--- src/rtl/rtype_pkg.sv ---
// rtype_pkg: shared funct codes, FSM states and instruction field positions
package rtype_pkg;
  localparam logic [5:0] F_ADD = 6'b100000;
  localparam logic [5:0] F_SUB = 6'b100010;
  localparam logic [5:0] F_SRL = 6'b000010;
  localparam logic [5:0] F_AND = 6'b100100;
  localparam logic [5:0] F_OR  = 6'b100101;
  localparam logic [5:0] F_SLT = 6'b101010;
  localparam int OP_HI = 31, OP_LO = 26;
  localparam int RS_HI = 25, RS_LO = 21;
  localparam int RT_HI = 20, RT_LO = 16;
  localparam int RD_HI = 15, RD_LO = 11;
  localparam int SH_HI = 10, SH_LO = 6;
  localparam int FN_HI = 5,  FN_LO = 0;
  typedef enum logic [1:0] {S_IDLE, S_READ, S_EXEC, S_WB} state_t;
  function automatic logic is_legal(input logic [31:0] w);
    logic [5:0] f;
    f = w[FN_HI:FN_LO];
    return (w[OP_HI:OP_LO] == 6'd0) &&
           (f == F_ADD || f == F_SUB || f == F_SRL || f == F_AND || f == F_OR || f == F_SLT);
  endfunction
endpackage

--- src/rtl/regfile.sv ---
// regfile: 32x32 registers, three combinational read ports, one write port, r0 hardwired to zero
module regfile #(
  parameter int N = 32
) (
  input  logic        clk,
  input  logic        rst_n,
  input  logic [4:0]  rs_addr,
  input  logic [4:0]  rt_addr,
  input  logic [4:0]  dbg_addr,
  output logic [31:0] rs_data,
  output logic [31:0] rt_data,
  output logic [31:0] dbg_data,
  input  logic        we,
  input  logic [4:0]  wa,
  input  logic [31:0] wd
);
  logic [31:0] mem [N];
  assign rs_data  = (rs_addr  == 5'd0) ? 32'd0 : mem[rs_addr];
  assign rt_data  = (rt_addr  == 5'd0) ? 32'd0 : mem[rt_addr];
  assign dbg_data = (dbg_addr == 5'd0) ? 32'd0 : mem[dbg_addr];
  // storage: cleared on reset, writes to r0 dropped
  always_ff @(posedge clk or negedge rst_n) begin
    if (!rst_n) begin
      for (int i = 0; i < N; i++) mem[i] <= '0;
    end else if (we && wa != 5'd0) begin
      mem[wa] <= wd;
    end
  end
endmodule

--- src/rtl/rtype_seq.sv ---
// rtype_seq: four-state sequencer executing R-type add/sub/srl/and/or/slt on a 32-entry regfile
module rtype_seq
  import rtype_pkg::*;
#(
  parameter int REG_COUNT = 32
) (
  input  logic        clk,
  input  logic        rst_n,
  input  logic        instr_valid,
  output logic        instr_ready,
  input  logic [31:0] instr,
  output logic        done,
  output logic [4:0]  done_rd,
  output logic [31:0] done_data,
  output logic        illegal,
  input  logic        dbg_we,
  input  logic [4:0]  dbg_addr,
  input  logic [31:0] dbg_wdata,
  output logic [31:0] dbg_rdata
);
  state_t state, next;
  logic [4:0]  ir_rs, ir_rt, ir_rd, ir_sh;
  logic [5:0]  ir_fn;
  logic [31:0] a, b, alu, rs_data, rt_data, wd;
  logic        accept, we;
  logic [4:0]  wa;

  assign accept = instr_valid && state == S_IDLE;

  regfile #(.N(REG_COUNT)) u_rf (
    .clk(clk), .rst_n(rst_n),
    .rs_addr(ir_rs), .rt_addr(ir_rt), .dbg_addr(dbg_addr),
    .rs_data(rs_data), .rt_data(rt_data), .dbg_data(dbg_rdata),
    .we(we), .wa(wa), .wd(wd)
  );

  // state register
  always_ff @(posedge clk or negedge rst_n) begin
    if (!rst_n) state <= S_IDLE;
    else        state <= next;
  end

  // next state, handshake and write-port arbitration (WB wins, debug only in IDLE)
  always_comb begin
    next        = state;
    instr_ready = 1'b0;
    we          = 1'b0;
    wa          = dbg_addr;
    wd          = dbg_wdata;
    case (state)
      S_IDLE: begin
        instr_ready = 1'b1;
        we          = dbg_we;
        next        = (accept && is_legal(instr)) ? S_READ : S_IDLE;
      end
      S_READ: next = S_EXEC;
      S_EXEC: next = S_WB;
      S_WB: begin
        we   = 1'b1;
        wa   = done_rd;
        wd   = done_data;
        next = S_IDLE;
      end
      default: next = S_IDLE;
    endcase
  end

  // ALU on the latched operands
  always_comb begin
    alu = (ir_fn == F_ADD) ? a + b :
          (ir_fn == F_SUB) ? a - b :
          (ir_fn == F_SRL) ? b >> ir_sh :
          (ir_fn == F_AND) ? a & b :
          (ir_fn == F_OR)  ? a | b :
          {31'd0, $signed(a) < $signed(b)};
  end

  // datapath: latch fields on accept, operands in READ, result in EXEC; done fires in WB
  always_ff @(posedge clk or negedge rst_n) begin
    if (!rst_n) begin
      {ir_rs, ir_rt, ir_rd, ir_sh, ir_fn} <= '0;
      a         <= '0;
      b         <= '0;
      done      <= 1'b0;
      done_rd   <= '0;
      done_data <= '0;
      illegal   <= 1'b0;
    end else begin
      if (accept) begin
        ir_rs <= instr[RS_HI:RS_LO];
        ir_rt <= instr[RT_HI:RT_LO];
        ir_rd <= instr[RD_HI:RD_LO];
        ir_sh <= instr[SH_HI:SH_LO];
        ir_fn <= instr[FN_HI:FN_LO];
      end
      illegal <= accept && !is_legal(instr);
      done    <= state == S_EXEC;
      if (state == S_READ) begin
        a <= rs_data;
        b <= rt_data;
      end
      if (state == S_EXEC) begin
        done_rd   <= ir_rd;
        done_data <= alu;
      end
    end
  end
endmodule

--- config.mk ---
export PLATFORM = sky130hd
export DESIGN_NAME = rtype_seq
export DESIGN_NICKNAME = d
export VERILOG_FILES = /design/src/rtl/rtype_pkg.sv /design/src/rtl/regfile.sv /design/src/rtl/rtype_seq.sv
export SDC_FILE = /design/constraint.sdc
export NUM_CORES = 2
export LEC_CHECK = 0
export BUFFER_PORTS_ARGS = -buffer_cell sky130_fd_sc_hd__buf_2
export CAP_MARGIN = 10
export CELL_PAD_IN_SITES_DETAIL_PLACEMENT = 0
export CELL_PAD_IN_SITES_GLOBAL_PLACEMENT = 2
export CORE_ASPECT_RATIO = 1.5
export CORE_MARGIN = 2
export CORE_UTILIZATION = 44
export DETAILED_ROUTE_END_ITERATION = 16
export PLACE_DENSITY_LB_ADDON = 0.1
export SYNTH_ARGS = -nofsm -noshare
export SYNTH_HDL_FRONTEND = slang
export SYNTH_SLANG_ARGS = --single-unit
--- constraint.sdc ---
create_clock -name clk -period 4.9 [get_ports clk]
set_input_delay 0.98 -clock clk [delete_from_list [all_inputs] [get_ports clk]]
set_output_delay 0.98 -clock clk [all_outputs]
set_load 0.03 [all_outputs]
; ---- Word-level counts from Yosys, hierarchy flattened
; Index checks and enable logic that the tools add are counted.
[word_totals]
reg_bits = 1155
input_bits = 73
out_inout_bits = 72
word_cells = 117
[op_classes]
addsub = 2
order_cmp = 6
eq_ne = 14
shifts = 1
n_mux = 26
bitwise_logic = 6
n_reduce_logical = 18
[op_table]
columns = cell, count
row1 = 1024-bit bitwise mux, 1
row2 = 32-bit 2-to-1 mux, 16
row3 = 32-bit binary-select mux with 5-bit select, 3
row4 = 32-bit demux with 5-bit select, 1
row5 = 6-bit == test (second input constant), 9
row6 = 32-bit adder, 1
row7 = 32-bit AND, 1
row8 = 32-bit less-than comparator, 1
row9 = 32-bit bitwise OR, 1
row10 = 32-bit by 5-bit >> shifter with 32-bit output, 1
row11 = 32-bit subtractor, 1
row12 = 6-bit greater-or-equal comparator (second input constant), 4
row13 = 5-bit NOT with 6-bit output, 4
row14 = 5-bit zero test, 3
row15 = 6-bit by 2-bit == test with 1-bit output (second input constant), 2
row16 = 2-bit one-hot mux with 4 select lines, 1
row17 = 1-bit logical AND, 6
row18 = 6-bit zero test, 1
row19 = 6-bit by 1-bit less-than comparator with 1-bit output (second input constant), 1
row20 = 1-bit logical OR, 5
row21 = 5-bit 2-to-1 mux, 1
row22 = 5-bit nonzero test, 1
row23 = 2-bit == test (second input constant), 2
row24 = 2-bit by 1-bit == test with 1-bit output (second input constant), 1
row25 = other kinds (4), 5

; ---- Depth between registers and ports, before layout
[logic_depth]
word_depth = 10
depth_mapped = 12
ltp_nobuf = 12

; ---- Hierarchy
; Synthesis repeated with hierarchy kept, for this count alone.
[unflattened]
hier_cells = 5620
hier_area_um2 = 74725.4
[modules_own_cells]
columns = mod, n_inst, cells_per_inst, area_each_um2, seq_area_each_um2
row1 = regfile, 1, 4277, 63299.5, 25624.6
row2 = rtype_seq, 1, 1343, 11426.0, 3278.1

; ---- Least setup slack after synthesis
; No wires, ideal clock.
[synth_timing]
kind = input -> output
startpoint = input dbg_addr[0]
endpoint = output dbg_rdata[12]
arrival_time_ns = 3.289
slack_ns = 0.631
path_stages = 7
path_buffers = 3
cell_sequence = clkbuf_1 buf_2 buf_1 mux4_2 mux4_2 mux2i_1 nor2_1
[synth_between]
elab_chain_cells = 5
word_cells_on_any_way = 6
cone_classes = 4 x mux / 1 x bitwise / 1 x reduce/logical
[synth_lines]
columns = element, line_no
row1 = "start, declared", rtype_seq.sv:17  ; input logic [4:0] dbg_addr,
row2 = 5-bit NOT with 6-bit output (implied by the code), regfile.sv:20  ; assign dbg_data = (dbg_addr == 5'd0) ? 32'd0 : mem[dbg_addr];
row3 = 32-bit binary-select mux with 5-bit select, regfile.sv:20
row4 = 32-bit 2-to-1 mux (implied by the code) (2 in series), regfile.sv:20
row5 = 32-bit 2-to-1 mux *, regfile.sv:20
row6 = "end, declared", rtype_seq.sv:19  ; output logic [31:0] dbg_rdata
; Every way passes the cells marked *; elsewhere a longest branch is shown, timed or not. The select of a mux whose other input is x is not followed.

; ---- Worst setup path after layout
[layout_timing]
startpoint = input dbg_addr[1]
endpoint = output dbg_rdata[9]
; The elaborated chain is that of the path after synthesis.

==> reports/results.ini <==
[status]
status=finished, final reports clean

[placed_design]
portBuffers=144
place_ws_ns=0.233
hpwlAfterDp_mm=183
place_congestion=0.909
dpl_cell_area_sq_um=75600

[logic_synthesis]
synth_most_common_cell=dfrtp_1
ys_top_cells_by_area=dfrtp_1, mux4_2, o21ai_0
synth_nets=6697
yosys_warnings=0
synthArstFlopShare_pct=100
yosys.area.top_type_share_pct=40.5
synth-edff-count=0
synthTopCellsByCount=dfrtp_1, nand2_1, o21ai_0
ys_seq_area_share_pct=40.5
syn_inst=6521
synth_top_flop_cell=dfrtp_1
synth_seq_cells=1155
synthDominantAreaCellType=dfrtp_1
syn_area_per_cell_sq_um=11.0
netlist_area_sq_um=71400
synth_cell_types=84

[drt]
drt_iter0_markers=5180
first_pass_iters=6
viasPerCell=6.51
vias=55800
drc=0
detail-route-antenna-nets=0
routed_wl_mm=284
routedWlPerCell_microns=33.1

[min_path]
hold_class=in -> async

[grt]
grt_pass1_wl_mm=412
grt_overflow=0
grt_pass1_vias=56400
grt_max_degree=123
antenna_found_initial=6
grt_usage_pct=34.4

[cts]
ctsHtreeMaxLevel=3
clkSinkCount=1155
clkTransAtPathRegs_ns=0.06
clk_latency_ns=0.81
cts_buffers=121
cts_resized=0
hold_buffers=0
cts_tree=built
ctsLongestPathBuffers=3
cts_setup_buffers=0
root_buffer=clkbuf_16

[cells_and_area]
final_area_sq_um=79700
syn_to_final_growth_pct=11.6
fin_nets=6553
final_layout_size_suffix_gt1_share_pct=24.9
fill_cells=14700
fin_util_pct=49.3

[timing]
period_minus_slack_ns=4.80
slew_violations=0
period_share_pct=97.9
finalClockSkew_ns=0.0501
fmax_mhz=208
worstMarginPinSlew_ns=1.18
finalHoldViolations=0
setup_viol=0
rsz0062_at_grt=no
hold_ws_ns=0.201
tns_ns=0
setup_ws_ns=0.103
max_slew_margin_pct=21.5

[pwr]
pwr_density_cell_nw_per_um2=480
vdd_drop_max_v=0.000551
leakagePower_nw=33.7

[critical_path]
rrSetupSlack_ns=0.87
worst-setup-path-type=in -> out
worstPathRequired_ns=3.92
r2r-start=b[2]
crit_path_end_kind=primary output
cp_max_fo=76
rr_worst_depth=11
critPathLaunchType=input port
critPathArrivalTime_ns=3.82
worstReg2RegEnd=done_data[14]

[floorplanning]
die_w_microns=333
coreArea_sq_um=162000
row_count=181
initial_core_util_pct=44.2
io_pins=145
fp.dieH_microns=498
die_area_sq_um=166000

[flow_run]
cap_violations=0

## critical path, stage by stage
cell	delay (ns)
buf_8	0.55
buf_4	0.29
mux4_2	0.31
mux4_2	0.51
mux2i_1	0.57
buf_4	0.23
nor2_1	0.04
buf_2	0.18
## state kept, by name, summed over array words and instances (netlist names)
signal,flops
done_data,32
b,32
done,1
state,2
ir_sh,5
u_rf.mem,1024
ir_fn,6
illegal,1
ir_rs,5
ir_rt,5
a,32
ir_rd,5
done_rd,5
## how the worst max path moves through the flow
stage / startpoint / end / slack [ns]
after floorplan: dbg_addr[0] / dbg_rdata[12] / 0.63
after CTS: dbg_addr[1] / dbg_rdata[9] / 0.24
after global placement: dbg_addr[1] / dbg_rdata[9] / 0.27
final: dbg_addr[1] / dbg_rdata[9] / 0.10
after detailed placement: dbg_addr[1] / dbg_rdata[9] / 0.23
after global routing: dbg_addr[1] / dbg_rdata[9] / 0.05
## cells in the final DEF, fill, tap and decap left out, drive strengths merged, types with 23 or more instances in the layout
| master | n |
|---|---|
| a21oi | 326 |
| buf | 409 |
| clkbuf | 174 |
| clkinv | 27 |
| dfrtp | 1155 |
| ha | 101 |
| inv | 132 |
| mux2 | 99 |
| mux2i | 336 |
| mux4 | 792 |
| nand2 | 1045 |
| nand3 | 23 |
| nor2 | 235 |
| nor3 | 62 |
| o21ai | 1073 |
| o221ai | 74 |
| o22ai | 137 |
## cell type report
class                           instances  area, sq um  share of cell area [%]
Antenna cell                            3         7.51                 0.00942
Clock inverter                         49          631                   0.791
Clock buffer                          174         3540                    4.44
Inverter                              125          474                   0.595
Sequential cell                      1155        28900                    36.3
Multi-Input combinational cell       4565        40000                    50.2
Tap cell                             2104         2630                    3.30
Timing Repair Buffer                  409         3500                    4.40
## logic make-up (layout without fill, tap and decap cells)
group / Yosys count / in the layout / synth area share [%]
XOR/XNOR: 24 / 24 / 0.294
AO/OA/AOI/OAI: 1767 / 1767 / 13.8
other: 0 / 3 / 0
flip-flops: 1155 / 1155 / 40.5
multiplexers: 1227 / 1227 / 31.2
buffers and inverters: 801 / 757 / 4.31
adder cells (fa/ha/maj): 103 / 103 / 1.82
AND/OR/NAND/NOR: 1444 / 1444 / 8.08
## stage by stage
step / total power (W) / std cells
detailed placement: 0.0284 / 8358
global route: 0.0400 / 8583
floorplan: 0.0228 / 6521
finish: 0.0383 / 8584
global placement: 0.0282 / 8358
CTS: 0.0383 / 8581
## per-layer routing
metal / part of all wire [%] / global-route usage, % / up-vias
met2: 48 / 56.3 / 2333
li1: - / - / 24000
met1: 39 / 43.7 / 28800
met4: 6.1 / 18.3 / 4
met5: 0.0095 / 0 / -
met3: 6.6 / 5.88 / 670
## power breakdown
| part | internal [W] | switching [W] |
|---|---|---|
| Combinational | 0.00656 | 0.00766 |
| Clock | 0.00560 | 0.00427 |
| Sequential | 0.0115 | 0.00268 |
Power figures use the tool's default switching activity.
